### src/rtl/stack_seq_pkg.sv
// Shared constants for the stack-machine command sequencer: opcodes,
// FSM state encoding, error bit positions and small opcode decoders.
package stack_seq_pkg;

  localparam int OP_W = 3;

  localparam logic [OP_W-1:0] OP_PUSHI = 3'b000;
  localparam logic [OP_W-1:0] OP_DROP  = 3'b001;
  localparam logic [OP_W-1:0] OP_PEEK  = 3'b010;
  localparam logic [OP_W-1:0] OP_DUP   = 3'b011;
  localparam logic [OP_W-1:0] OP_ADD   = 3'b100;
  localparam logic [OP_W-1:0] OP_SUB   = 3'b101;
  localparam logic [OP_W-1:0] OP_AND   = 3'b110;
  localparam logic [OP_W-1:0] OP_NOT   = 3'b111;

  localparam int ERR_UNDER = 0;
  localparam int ERR_OVER  = 1;

  typedef enum logic [2:0] {
    ST_IDLE    = 3'd0,
    ST_POP_A   = 3'd1,
    ST_TOS_A   = 3'd2,
    ST_CAP_A   = 3'd3,
    ST_CAP_B   = 3'd4,
    ST_PUSH_R  = 3'd5,
    ST_RESTORE = 3'd6,
    ST_ERR     = 3'd7
  } state_t;

  // Two-operand ops that pop a second entry after the first capture.
  function automatic logic is_binop(input logic [OP_W-1:0] o);
    return (o == OP_ADD) || (o == OP_SUB) || (o == OP_AND);
  endfunction

  // Ops whose result is the captured value itself; they finish in CAP_A.
  function automatic logic is_readout(input logic [OP_W-1:0] o);
    return (o == OP_DROP) || (o == OP_PEEK);
  endfunction

endpackage

### src/rtl/stack_seq_alu.sv
// Combinational result path for the value pushed in PUSH_R.
// a is the first captured operand (old top of stack), b the second.
// Optional flags (carry/borrow and zero) exist when STACK_SEQ_FLAGS_EN is defined.
module stack_seq_alu
  import stack_seq_pkg::*;
#(
  parameter int WIDTH = 5
) (
  input  logic [OP_W-1:0]  op,
  input  logic [WIDTH-1:0] a,
  input  logic [WIDTH-1:0] b,
  output logic [WIDTH-1:0] result
`ifdef STACK_SEQ_FLAGS_EN
  ,
  output logic             c,
  output logic             z
`endif
);

  // Result select; pass-through of a covers PUSHI (imm loaded into a) and DUP.
  always_comb begin
    result = a;
    case (op)
      OP_ADD:  result = b + a;
      OP_SUB:  result = b - a;
      OP_AND:  result = b & a;
      OP_NOT:  result = ~a;
      default: result = a;
    endcase
  end

`ifdef STACK_SEQ_FLAGS_EN
  logic [WIDTH:0] sum;

  // Carry-out for ADD, borrow for SUB, zero otherwise; z tracks the result.
  always_comb begin
    sum = {1'b0, b} + {1'b0, a};
    c   = 1'b0;
    if (op == OP_ADD)      c = sum[WIDTH];
    else if (op == OP_SUB) c = (b < a);
    z = (result == '0);
  end
`endif

endmodule

### src/rtl/stack_op_sequencer.sv
// Stack-machine command sequencer: sole master of the Stack block.
// Accepts one command at a time, drives push/pop/tos strobes, captures the
// Stack's registered data_out into operands a/b and pushes ALU results back.
// Optional: define STACK_SEQ_FLAGS_EN to add flag_c/flag_z outputs.
module stack_op_sequencer
  import stack_seq_pkg::*;
#(
  parameter int WIDTH = 5,
  parameter int OPW   = 3
) (
  input  logic             clk,
  input  logic             rst,
  input  logic             cmd_valid,
  output logic             cmd_ready,
  input  logic [OPW-1:0]   cmd_op,
  input  logic [WIDTH-1:0] cmd_imm,
  output logic             stk_push,
  output logic             stk_pop,
  output logic             stk_tos,
  output logic [WIDTH-1:0] stk_data_in,
  input  logic [WIDTH-1:0] stk_data_out,
  input  logic             stk_full,
  input  logic             stk_empty,
  output logic             done,
  output logic [WIDTH-1:0] res_data,
  output logic [1:0]       err
`ifdef STACK_SEQ_FLAGS_EN
  ,
  output logic             flag_c,
  output logic             flag_z
`endif
);

  state_t           state;
  logic [OPW-1:0]   op;
  logic [WIDTH-1:0] a, b, res_q;
  logic             ready_q, done_q, push_q, pop_q, tos_q;
  logic [1:0]       err_q;
  logic [WIDTH-1:0] alu_res;
  logic             cap_pop;

`ifdef STACK_SEQ_FLAGS_EN
  logic alu_c, alu_z;
`endif

  stack_seq_alu #(.WIDTH(WIDTH)) u_alu (
    .op     (op),
    .a      (a),
    .b      (b),
    .result (alu_res)
`ifdef STACK_SEQ_FLAGS_EN
    ,
    .c      (alu_c),
    .z      (alu_z)
`endif
  );

  // Command FSM: registered strobes/done/err are set on the edge entering
  // the cycle in which they must be visible.
  always_ff @(posedge clk) begin
    if (rst) begin
      state   <= ST_IDLE;
      op      <= '0;
      a       <= '0;
      b       <= '0;
      res_q   <= '0;
      ready_q <= 1'b1;
      done_q  <= 1'b0;
      push_q  <= 1'b0;
      pop_q   <= 1'b0;
      tos_q   <= 1'b0;
      err_q   <= '0;
    end else begin
      done_q <= 1'b0;
      push_q <= 1'b0;
      pop_q  <= 1'b0;
      tos_q  <= 1'b0;
      case (state)
        ST_IDLE: begin
          if (cmd_valid && ready_q) begin
            op      <= cmd_op;
            ready_q <= 1'b0;
            err_q   <= '0;
            if (cmd_op != OP_PUSHI && stk_empty) begin
              state            <= ST_ERR;
              done_q           <= 1'b1;
              err_q[ERR_UNDER] <= 1'b1;
            end else if ((cmd_op == OP_PUSHI || cmd_op == OP_DUP) && stk_full) begin
              state           <= ST_ERR;
              done_q          <= 1'b1;
              err_q[ERR_OVER] <= 1'b1;
            end else begin
              case (cmd_op)
                OP_PUSHI: begin
                  a      <= cmd_imm;
                  state  <= ST_PUSH_R;
                  push_q <= 1'b1;
                  done_q <= 1'b1;
                end
                OP_PEEK, OP_DUP: begin
                  state <= ST_TOS_A;
                  tos_q <= 1'b1;
                end
                default: begin
                  state <= ST_POP_A;
                  pop_q <= 1'b1;
                end
              endcase
            end
          end
        end
        ST_POP_A, ST_TOS_A: begin
          state <= ST_CAP_A;
          if (is_readout(op)) done_q <= 1'b1;
        end
        ST_CAP_A: begin
          a <= stk_data_out;
          if (is_readout(op)) begin
            res_q   <= stk_data_out;
            state   <= ST_IDLE;
            ready_q <= 1'b1;
          end else if (!is_binop(op)) begin
            state  <= ST_PUSH_R;
            push_q <= 1'b1;
            done_q <= 1'b1;
          end else if (stk_empty) begin
            // Only one entry was present: put it back and flag underflow.
            state            <= ST_RESTORE;
            push_q           <= 1'b1;
            done_q           <= 1'b1;
            err_q[ERR_UNDER] <= 1'b1;
          end else begin
            state <= ST_CAP_B;
          end
        end
        ST_CAP_B: begin
          b      <= stk_data_out;
          state  <= ST_PUSH_R;
          push_q <= 1'b1;
          done_q <= 1'b1;
        end
        ST_PUSH_R: begin
          res_q   <= alu_res;
          state   <= ST_IDLE;
          ready_q <= 1'b1;
        end
        ST_RESTORE: begin
          res_q   <= a;
          state   <= ST_IDLE;
          ready_q <= 1'b1;
        end
        default: begin
          state   <= ST_IDLE;
          ready_q <= 1'b1;
        end
      endcase
    end
  end

`ifdef STACK_SEQ_FLAGS_EN
  // Flags follow arithmetic pushes only; AND and data moves leave them alone.
  always_ff @(posedge clk) begin
    if (rst) begin
      flag_c <= 1'b0;
      flag_z <= 1'b0;
    end else if (state == ST_PUSH_R &&
                 (op == OP_ADD || op == OP_SUB || op == OP_NOT)) begin
      flag_c <= alu_c;
      flag_z <= alu_z;
    end
  end
`endif

  // Second pop of a binary op depends on stk_empty after the first pop,
  // which is only known during CAP_A itself.
  assign cap_pop = (state == ST_CAP_A) && is_binop(op) && !stk_empty;

  // Result visible in the done cycle: captured data for DROP/PEEK arrives
  // straight from the Stack's register, pushed values come from the datapath.
  always_comb begin
    res_data = res_q;
    case (state)
      ST_CAP_A:   if (is_readout(op)) res_data = stk_data_out;
      ST_PUSH_R:  res_data = alu_res;
      ST_RESTORE: res_data = a;
      default:    res_data = res_q;
    endcase
  end

  // Push data is only meaningful while stk_push is high.
  always_comb begin
    stk_data_in = '0;
    if (state == ST_PUSH_R)       stk_data_in = alu_res;
    else if (state == ST_RESTORE) stk_data_in = a;
  end

  // rst kills strobes and done in the cycle it is asserted.
  assign stk_push  = push_q & ~rst;
  assign stk_pop   = (pop_q | cap_pop) & ~rst;
  assign stk_tos   = tos_q & ~rst;
  assign done      = done_q & ~rst;
  assign err       = err_q;
  assign cmd_ready = ready_q;

endmodule

### config.mk
export PLATFORM = sky130hd
export DESIGN_NAME = stack_op_sequencer
export DESIGN_NICKNAME = d
export VERILOG_FILES = /design/src/rtl/stack_seq_pkg.sv /design/src/rtl/stack_seq_alu.sv /design/src/rtl/stack_op_sequencer.sv
export SDC_FILE = /design/constraint.sdc
export NUM_CORES = 1
export LEC_CHECK = 0
export CAP_MARGIN = 5
export CORE_MARGIN = 2
export CORE_UTILIZATION = 40
export DETAILED_ROUTE_END_ITERATION = 7
export GPL_TIMING_DRIVEN = 0
export SLEW_MARGIN = 20
export SYNTH_ARGS = -nofsm -noshare
export SYNTH_HDL_FRONTEND = slang
export SYNTH_SLANG_ARGS = --single-unit
### constraint.sdc
create_clock -name clk -period 3.05 [get_ports clk]
set_input_delay 0.305 -clock clk [delete_from_list [all_inputs] [get_ports clk]]
set_output_delay 0.305 -clock clk [all_outputs]
set_load 0.1 [all_outputs]
==> results.txt, run 1 <==
The run finished with clean final reports. In this run the most critical hold path is launched from err[1]$_SDFFE_PP0P_. The final design instance area without fill came out at 0.002594 sq mm. The max-slew violation count is 0.

The proportion of netlist area held by the largest area contributor came out at just over 30%. The maximum number of pins on one net before global-route repair came out at 17. The mapped cell area came out at about 0.0019 sq mm.

The total number of nets in the final design came out at 302. The maximum net fanout on the critical path is 4. For the pin with the worst max-slew slack, the measured transition is 0.9762 ns. CTS placed an instance of clkbuf_8 at the clock tree root. The worst setup slack for register-to-register paths is ~0.53 ns. The number of buffer cells added on primary ports came out at 33. Clock latency on the worst-skew pair, taken at its later pin, is 0.27 ns.

The full die area came out at between 0.005 and 0.006 sq mm. The number of global-route vias before repair is roughly 1.8k. The core region area came out at around 0.0044 sq mm. The tightest slew margin relative to the limit is 34.72%. Setup repair after global routing could not meet its margin everywhere.

The wire length of the first global-routing pass is 8811 um. The fraction of the yosys area taken by sequential cells is 30.25%. The worst hold path terminates at err[1]$_SDFFE_PP0P_. The instance count of the mapped netlist came out at 231. The share of the clock period used by the worst path is about 100%. The path class of the tightest hold or removal check is flop to flop. The die is 72.06 um wide.

The Yosys warning count came out at 0. After detailed routing, the number of vias per cell comes to roughly 5.5. The number of diodes is 0. The number of synthesized register bits is 28. In the layout the commonest cells are nor2_1 (29), dfxtp_1 (23), clkdlybuf4s50_1 (22), nand2_1 (17). The congestion estimate from routability-driven global placement came to approximately 0.90. The number of cell instances on the worst register-to-register path is 10. The count of unresolved DRC violations after routing is 0.

Dividing the detail-routed wire length by the instance count gives between 15 and 20 um. The TritonCTS clock tree is yes. The count of clock tree sinks came out at 28. The detailed router finished its first iteration with approximately 110 violations. The startpoint of the most critical register-to-register path is op[1]$_SDFFE_PP0P_. The placed cell count came out at around 320. The fraction of final layout cells with drive strength greater than 1 is approximately 22%.

The leakage power summed over all cells is 0.9989 nW. The worst setup path is of the flop to output port kind. The area added between synthesis and finish came out at 39.97%.

The maximum clock insertion buffer count came out at 2. The async set-or-reset flop fraction in the synthesized netlist is 0%. The final critical path time including I/O delays and setup came out at between 3 and 4 ns. Averaged over all synthesized cells, the footprint is 8.022 sq um. The effective utilization at floorplan came out at 41.98%.

The HPWL after detailed placement is 3787 um. The number of rows created at floorplan is 24. The post-detailed-placement cell area came out at around 0.0024 sq mm.

In this run the critical register-to-register path is captured at res_q[1]$_SDFF_PP0_. On the critical path, the stage with the largest delay is an instance of dfxtp_4. The critical path goes through and2b_4, nand2_4, mux2i_4, ha_1, nor2b_1, o21a_1, or3_4, a21boi_4, o21ai_4, or2_4, buf_12. Data arrives at the worst endpoint at about 2.7 ns. Leaving out fill and tap cells, the most frequent cell in the layout is nor2_1. The maximum operating frequency is around 330 MHz.

Buffers inserted during clock tree synthesis total 3. The number of detailed-routing iterations run before antenna repair is 4. The number of antenna violations at the first check in global routing is 0. Global routing used 21.39% of the available tracks. The number of endpoints with negative hold slack in the final report is 0. The required time at the worst-slack endpoint came out at roughly 2.7 ns. Synthesis produced a netlist with a net count of between 200 and 300. The critical path starts at op[1]$_SDFFE_PP0P_. STA classifies the critical path endpoint as an output port. The count of nets left with antenna violations after detail routing is 0.

The detailed router placed about 1.8k vias in this run. The finished layout holds between 300 and 400 standard cells, fillers aside. The floorplan die height is between 70 and 80 um. The clock slew at the register clock pins of the worst setup and hold paths is roughly 0.10 ns. The total overflow reported by the global router is 0. Summed over all instances, the cell type with the most area after synthesis is dfxtp_1. The count of maximum capacitance violations came out at 0.

The count of flip-flops with a built-in enable after synthesis came out at 0. Pin placement for this block handled 35 I/O pins. The worst hold path was traced through 2 stages. The count of H-tree levels built during CTS came out at 1. The largest incremental delay on the critical path came out at 0.35 ns. In the post-synthesis netlist, the biggest area contributors are dfxtp_1 (30%), mux2i_1 (5.9%), nor2_1 (5.9%). The worst ir drop on vdd is roughly 0.43 mV. The most used flip-flop cell after synthesis is dfxtp_1.

The category of the worst setup path launch point is a flop. The hold-fix buffer count after cts is 0. The final wirelength is slightly above 5000 um.

The clock skew is roughly 0.0018 ns. The power per unit of standard cell area came out at approximately 840 mW/mm^2. The count of final setup violators came out at 0. Synthesis instantiated 53 different standard cells from the library.
routing by layer:
metal	up-vias	routed length, um	track usage (%)
met4	0	106	5.870
met3	6	162	2.222
met1	840	2445	28.92
met2	39	2439	36.29
li1	919	-	-
met5	-	0	0
cell type report:
| class | instances | area [sq um] |
|---|---|---|
| flip-flops and latches | 28 | 576.8 |
| well taps | 52 | 65.06 |
| multi-input cells | 178 | 1340 |
| clock inverters | 1 | 30.03 |
| clock buffers | 3 | 41.29 |
| inverters | 7 | 26.28 |
| fillers | 413 | 1821 |
| plain buffers | 16 | 87.58 |
| repair buffers | 43 | 426.7 |
kinds of logic (layout without fill, tap and decap cells):
family	count (synthesis)	after routing	share of synthesized area (%)
flip-flops	28	28	30.25
AO/OA/AOI/OAI	64	64	24.17
AND/OR/NAND/NOR	90	90	24.65
adder cells (fa/ha/maj)	7	7	5.132
buffers and inverters	25	70	6.279
multiplexers	11	11	5.942
XOR/XNOR	6	6	3.579
cells in the mapped netlist, types with 2 or more instances:
cell type / number
nor2_1: 29
dfxtp_1: 28
nand2_1: 18
a21oi_1: 17
nor2b_1: 15
clkbuf_1: 11
mux2i_1: 11
inv_1: 7
a211oi_1: 6
ha_1: 6
o21ai_0: 6
a31oi_1: 5
nor3_1: 5
a221o_1: 4
nand2b_1: 4
nand3_1: 4
a21o_1: 3
nor4_1: 3
o22ai_1: 3
or3_1: 3
xnor2_1: 3
a21boi_0: 2
a22oi_1: 2
buf_2: 2
buf_6: 2
nand4b_1: 2
o2111ai_1: 2
o21a_1: 2
xor2_1: 2
where the power goes:
part	total [mW]	internal, mW	switching, mW
Clock	0.300	0.176	0.124
Sequential	0.505	0.446	0.0584
Combinational	1.37	0.570	0.802
timing repair:
action / CTS / global route
gates resized for setup: 72 / 13
buffers inserted: 8 / 2
endpoints found under the hold margin: 0 / 0
endpoints found under the setup margin: 11 / 8
pin swaps: 6 / 4
how the worst max path moves through the flow:
stage | cells past startpoint | slack [ns] | endpoint
after floorplan | 10 | -0.006 | res_data[3]
after global placement | 11 | -0.83 | res_data[3]
after detailed placement | 11 | -0.84 | res_data[3]
after CTS | 10 | -0.02 | res_data[1]
after global routing | 11 | -0.1 | res_data[3]
final | 11 | 0.003 | res_data[3]
through the flow:
| step | setup TNS, ns | total power, mW | worst slack [ns] | hold WS (ns) | util, % |
|---|---|---|---|---|---|
| finish | 0 | 2.177 | 0.002728 | 0.5089 | 58.76 |
| global route | -0.2528 | 2.336 | -0.09957 | 0.5572 | 58.76 |
| CTS | -0.01980 | 2.110 | -0.01980 | 0.5121 | 57.17 |
| detailed placement | -5.024 | 1.724 | -0.8432 | 0.4837 | 53.46 |
| global placement | -5.080 | 1.728 | -0.8262 | 0.4889 | 53.46 |
| floorplan | -0.005911 | 1.470 | -0.005911 | 0.4436 | - |
critical path: cells and delay by family (launching register included):
| kind | cells | cell delay (ns) |
|---|---|---|
| simple gates | 5 | 1.06 |
| compound gates | 3 | 0.43 |
| flops | 1 | 0.35 |
| fa+ha+maj | 1 | 0.26 |
| mux | 1 | 0.19 |
| buf+inv | 1 | 0.16 |
flip-flops by register name (all words and copies together), names as in the netlist:
name       count
a              5
b              5
cmd_ready      1
done_q         1
err            2
op             3
pop_q          1
push_q         1
res_q          5
state          3
tos_q          1
No activity file was read; power rests on OpenSTA's default activity.
==> run 2: changes to the inputs <==
--- a/config.mk
+++ b/config.mk
@@ -6,7 +6,7 @@
 export NUM_CORES = 1
 export LEC_CHECK = 0
 export CAP_MARGIN = 5
-export CORE_MARGIN = 2
+export CORE_MARGIN = 4
 export CORE_UTILIZATION = 40
 export DETAILED_ROUTE_END_ITERATION = 7
 export GPL_TIMING_DRIVEN = 0
==> run 2 against run 1 <==
Effect of this change:
- the flow now finishes with violations (setup timing)
- via count decreased by 2.2%
- wire length is 2.3% higher
- final cell count down 1.2%
- sequential power hardly changed
- critical path depth is 1 lower
- hold slack worse by 0.012 ns
- highest routed layer unchanged
- maximum frequency decreased by 0.82%
- sequential cell count is the same
==> results.txt, run 2 (same netlist as run 1, synthesis figures left out) <==
The number of detailed-routing iterations run before antenna repair is 4. The flow ran to the end, but the final reports show violations. The full die area came out at 0.005785 sq mm.

The power spent charging and discharging nets is 0.9653 mW. The checks that failed: setup timing. Measured along the y axis, the die boundary spans 76.06 um.

Dividing total power by cell area gives a power density of around 840 mW/mm^2. Entering global routing, the biggest net connects 17 pins. In this run the number of cells on the critical path is 10.

The worst path buffer plus inverter count is 1. Timing would allow up to 325.5 MHz. Across all register-to-register paths, the minimum setup slack is 0.48 ns.

Counting cells, the worst reg-to-reg path comes to 10. The boundary pin count came out at 35. The HPWL after detailed placement is 3931 um.

The clock latency reported for the late side of the worst-skew pair is between 0.2 and 0.3 ns. The fraction of power spent switching nets came out at 45.43%. Between clock sinks in the finished design, the worst skew comes to between 0.01 and 0.015 ns. The width of the chip is 76.06 um. The number of buffers created by CTS is 3. The count of clock tree sinks is 28. The final critical path time including I/O delays and setup came out at about 3 ns. Across the run, the number of max-cap violations was 0. The number of buffer cells added on primary ports is 33. For this configuration, the core starts out at a cell density of about two fifths.

The minimum setup slack in the final design is -0.02255 ns. The worst min-delay path class is flop to flop. The count of nets left with antenna violations after detail routing came out at 0.

The slowest cell on the critical path is fa_2. The TritonCTS clock tree is yes. The combinational share of power came out at between 60 and 70%.

The total number of nets in the final design came out at 298. The startpoint of the most critical register-to-register path is op[1]$_SDFFE_PP0P_. The leakage power summed over all cells came out at 0.9699 nW.

Setup repair after global routing could not meet its margin everywhere. The filler cell count in the final layout is 420. Across the VDD grid, the largest voltage drop is ~0.58 mV.

The hold-fix buffer count after cts came out at 0. The sequential fraction of design power is a little under a quarter. The clock slew at the register clock pins of the worst setup and hold paths came out at about 0.11 ns. In the final layout, the registers with the most flip-flops are a (5), b (5), res_q (5). The wire length of the first global-routing pass is between 8000 and 9000 um. The overall global routing resource usage came out at a little under a fifth. The element type at the critical path end is an output port. The number of antenna violations at the first check in global routing came out at 0.

The number of endpoints with negative hold slack in the final report was 0. The area added between synthesis and finish came out at 36.80%. The floorplan step defined a core boundary enclosing 0.004414 sq mm. Traced cell by cell, the critical path runs through and2b_4, nand2_4, mux2i_4, fa_2, nor2b_1, a31oi_1, o22ai_1, o21a_2, a221o_4, buf_12. The via count of the routed design is 1764. The number of global-route vias before repair is around 1.7k. The worst hold slack came out at 0.4970 ns. The tightest slew margin relative to the limit came out at a little over a third.

CTS built an H-tree with a depth of 1. The gate family responsible for the most delay along the worst path is compound AO/OA/AOI/OAI gates. The total power consumption of the routed design is around 2.1 mW.

At the worst endpoint, the required time is around 2.7 ns. The clock network burns roughly 14% of the power. The largest incremental delay on the critical path is approximately 0.47 ns. In this run the worst setup path begins at op[1]$_SDFFE_PP0P_. The share of the clock period used by the worst path came out at 100.7%. The slew of the pin with the lowest slew margin is between 0.9 and 1 ns.

The starting DRC count in detailed routing is about 110. The most frequent standard cell in the layout excluding fill and tap cells is nor2_1. The mean number of vias per cell is between 5 and 6.

The category of the worst setup path launch point is a flop. The maximum net fanout on the critical path is 5. The number of rows created at floorplan came out at 24. The number of diodes is 0. The library cells used most frequently in the layout, excluding fill and tap cells, are nor2_1 (29), dfxtp_1 (23), clkdlybuf4s50_1 (22), nand2_1 (17), nor2b_1 (15). The max-slew violation count is 0.

The arrival time at the worst endpoint came out at approximately 2.8 ns. The capture point of the critical path is res_data[1]. The maximum clock insertion buffer count came out at 2. Summed over all layers, the global routing overflow is 0.

The weighted congestion reported at the end of routability-driven placement came out at roughly 0.85. Setup violations remaining at the end of the flow were counted as 2. In the final routed layout, each cell accounts on average for around 16 um. In the routed design, unresolved DRC markers number 0.

The final wirelength is about 5300 um. The capture point of the worst reg-to-reg path is res_q[1]$_SDFF_PP0_. The fraction of final layout cells with drive strength greater than 1 is between 20% and 30%. The internal portion of the total power is 1.159 mW.

The type of the worst setup path is flop to output port. The root buffer cell chosen for the clock tree is clkbuf_8.
[run 2: cell types whose count changed in the layout (fill, tap and decap cells not counted), sizes merged]
| cell | previous run | this run |
|---|---|---|
| dlygate4sd2 | 2 | 1 |
| buf | 22 | 19 |
[run 2: timing repair]
| action | in CTS | in global routing |
|---|---|---|
| pin swaps | 6 | 5 |
| setup buffers | 6 | 0 |
| setup endpoints to repair | 11 | 10 |
| gates resized for setup | 72 | 10 |
[run 2: power by group through the flow]
| stage | registers [mW] | clock network (mW) | logic (mW) |
|---|---|---|---|
| global route | 0.512 | 0.320 | 1.44 |
| finish | 0.502 | 0.298 | 1.32 |
| floorplan | 0.548 | 0 | 0.921 |
| detailed placement | 0.507 | 0 | 1.22 |
| CTS | 0.502 | 0.305 | 1.29 |
| global placement | 0.507 | 0 | 1.22 |
[run 2: metrics by stage]
| step | cells | worst slack (ns) | setup TNS, ns | area [sq um] | util [%] |
|---|---|---|---|---|---|
| floorplan | 231 | -0.005911 | -0.005911 | 1964 | - |
| global placement | 316 | -0.8548 | -5.105 | 2360 | 53.46 |
| detailed placement | 316 | -0.8888 | -5.227 | 2360 | 53.46 |
| CTS | 324 | -0.06247 | -0.09430 | 2510 | 56.86 |
| global route | 324 | -0.1301 | -0.3133 | 2535 | 57.43 |
| finish | 324 | -0.02255 | -0.03648 | 2535 | 57.43 |
[run 2: worst min-delay path by stage]
stage	cells after the start	endpoint	from	slack, ns
after floorplan	2	b[0]$_SDFFE_PP0N_	stk_data_out[0]	0.44
after global placement	2	err[1]$_SDFFE_PP0P_	err[1]$_SDFFE_PP0P_	0.48
after detailed placement	2	err[1]$_SDFFE_PP0P_	err[1]$_SDFFE_PP0P_	0.48
after CTS	2	err[1]$_SDFFE_PP0P_	err[1]$_SDFFE_PP0P_	0.51
after global routing	2	err[1]$_SDFFE_PP0P_	err[1]$_SDFFE_PP0P_	0.54
final	2	err[1]$_SDFFE_PP0P_	err[1]$_SDFFE_PP0P_	0.50
[run 2: layout make-up]
| type | instances | area [sq um] | area share [%] |
|---|---|---|---|
| Multi-Input combinational cell | 178 | 1319 | 52.02 |
| Inverter | 7 | 26.28 | 1.037 |
| Timing Repair Buffer | 39 | 389.1 | 15.35 |
| Clock inverter | 1 | 30.03 | 1.185 |
| Tap cell | 52 | 65.06 | 2.567 |
| Sequential cell | 28 | 576.8 | 22.75 |
| Buffer | 16 | 87.58 | 3.455 |
| Clock buffer | 3 | 41.29 | 1.629 |
[run 2: worst register-to-register path, cell delays in order, from the launching register on]
cell and delay, ns:
dfxtp_4 0.35, and2b_4 0.28, nand2_4 0.07, mux2i_4 0.18
fa_2 0.47, nor2b_1 0.14, a31oi_1 0.15, o22ai_1 0.10
o21a_2 0.22, a221o_4 0.35, nor2b_1 0.13
[run 2: routing by layer]
layer / wire length (um) / up-vias / global-route usage, %
met5: 0 / - / 0
li1: - / 912 / -
met3: 209 / 2 / 3.783
met2: 2673 / 33 / 32.02
met1: 2361 / 817 / 23.15
met4: 28 / 0 / 2.622
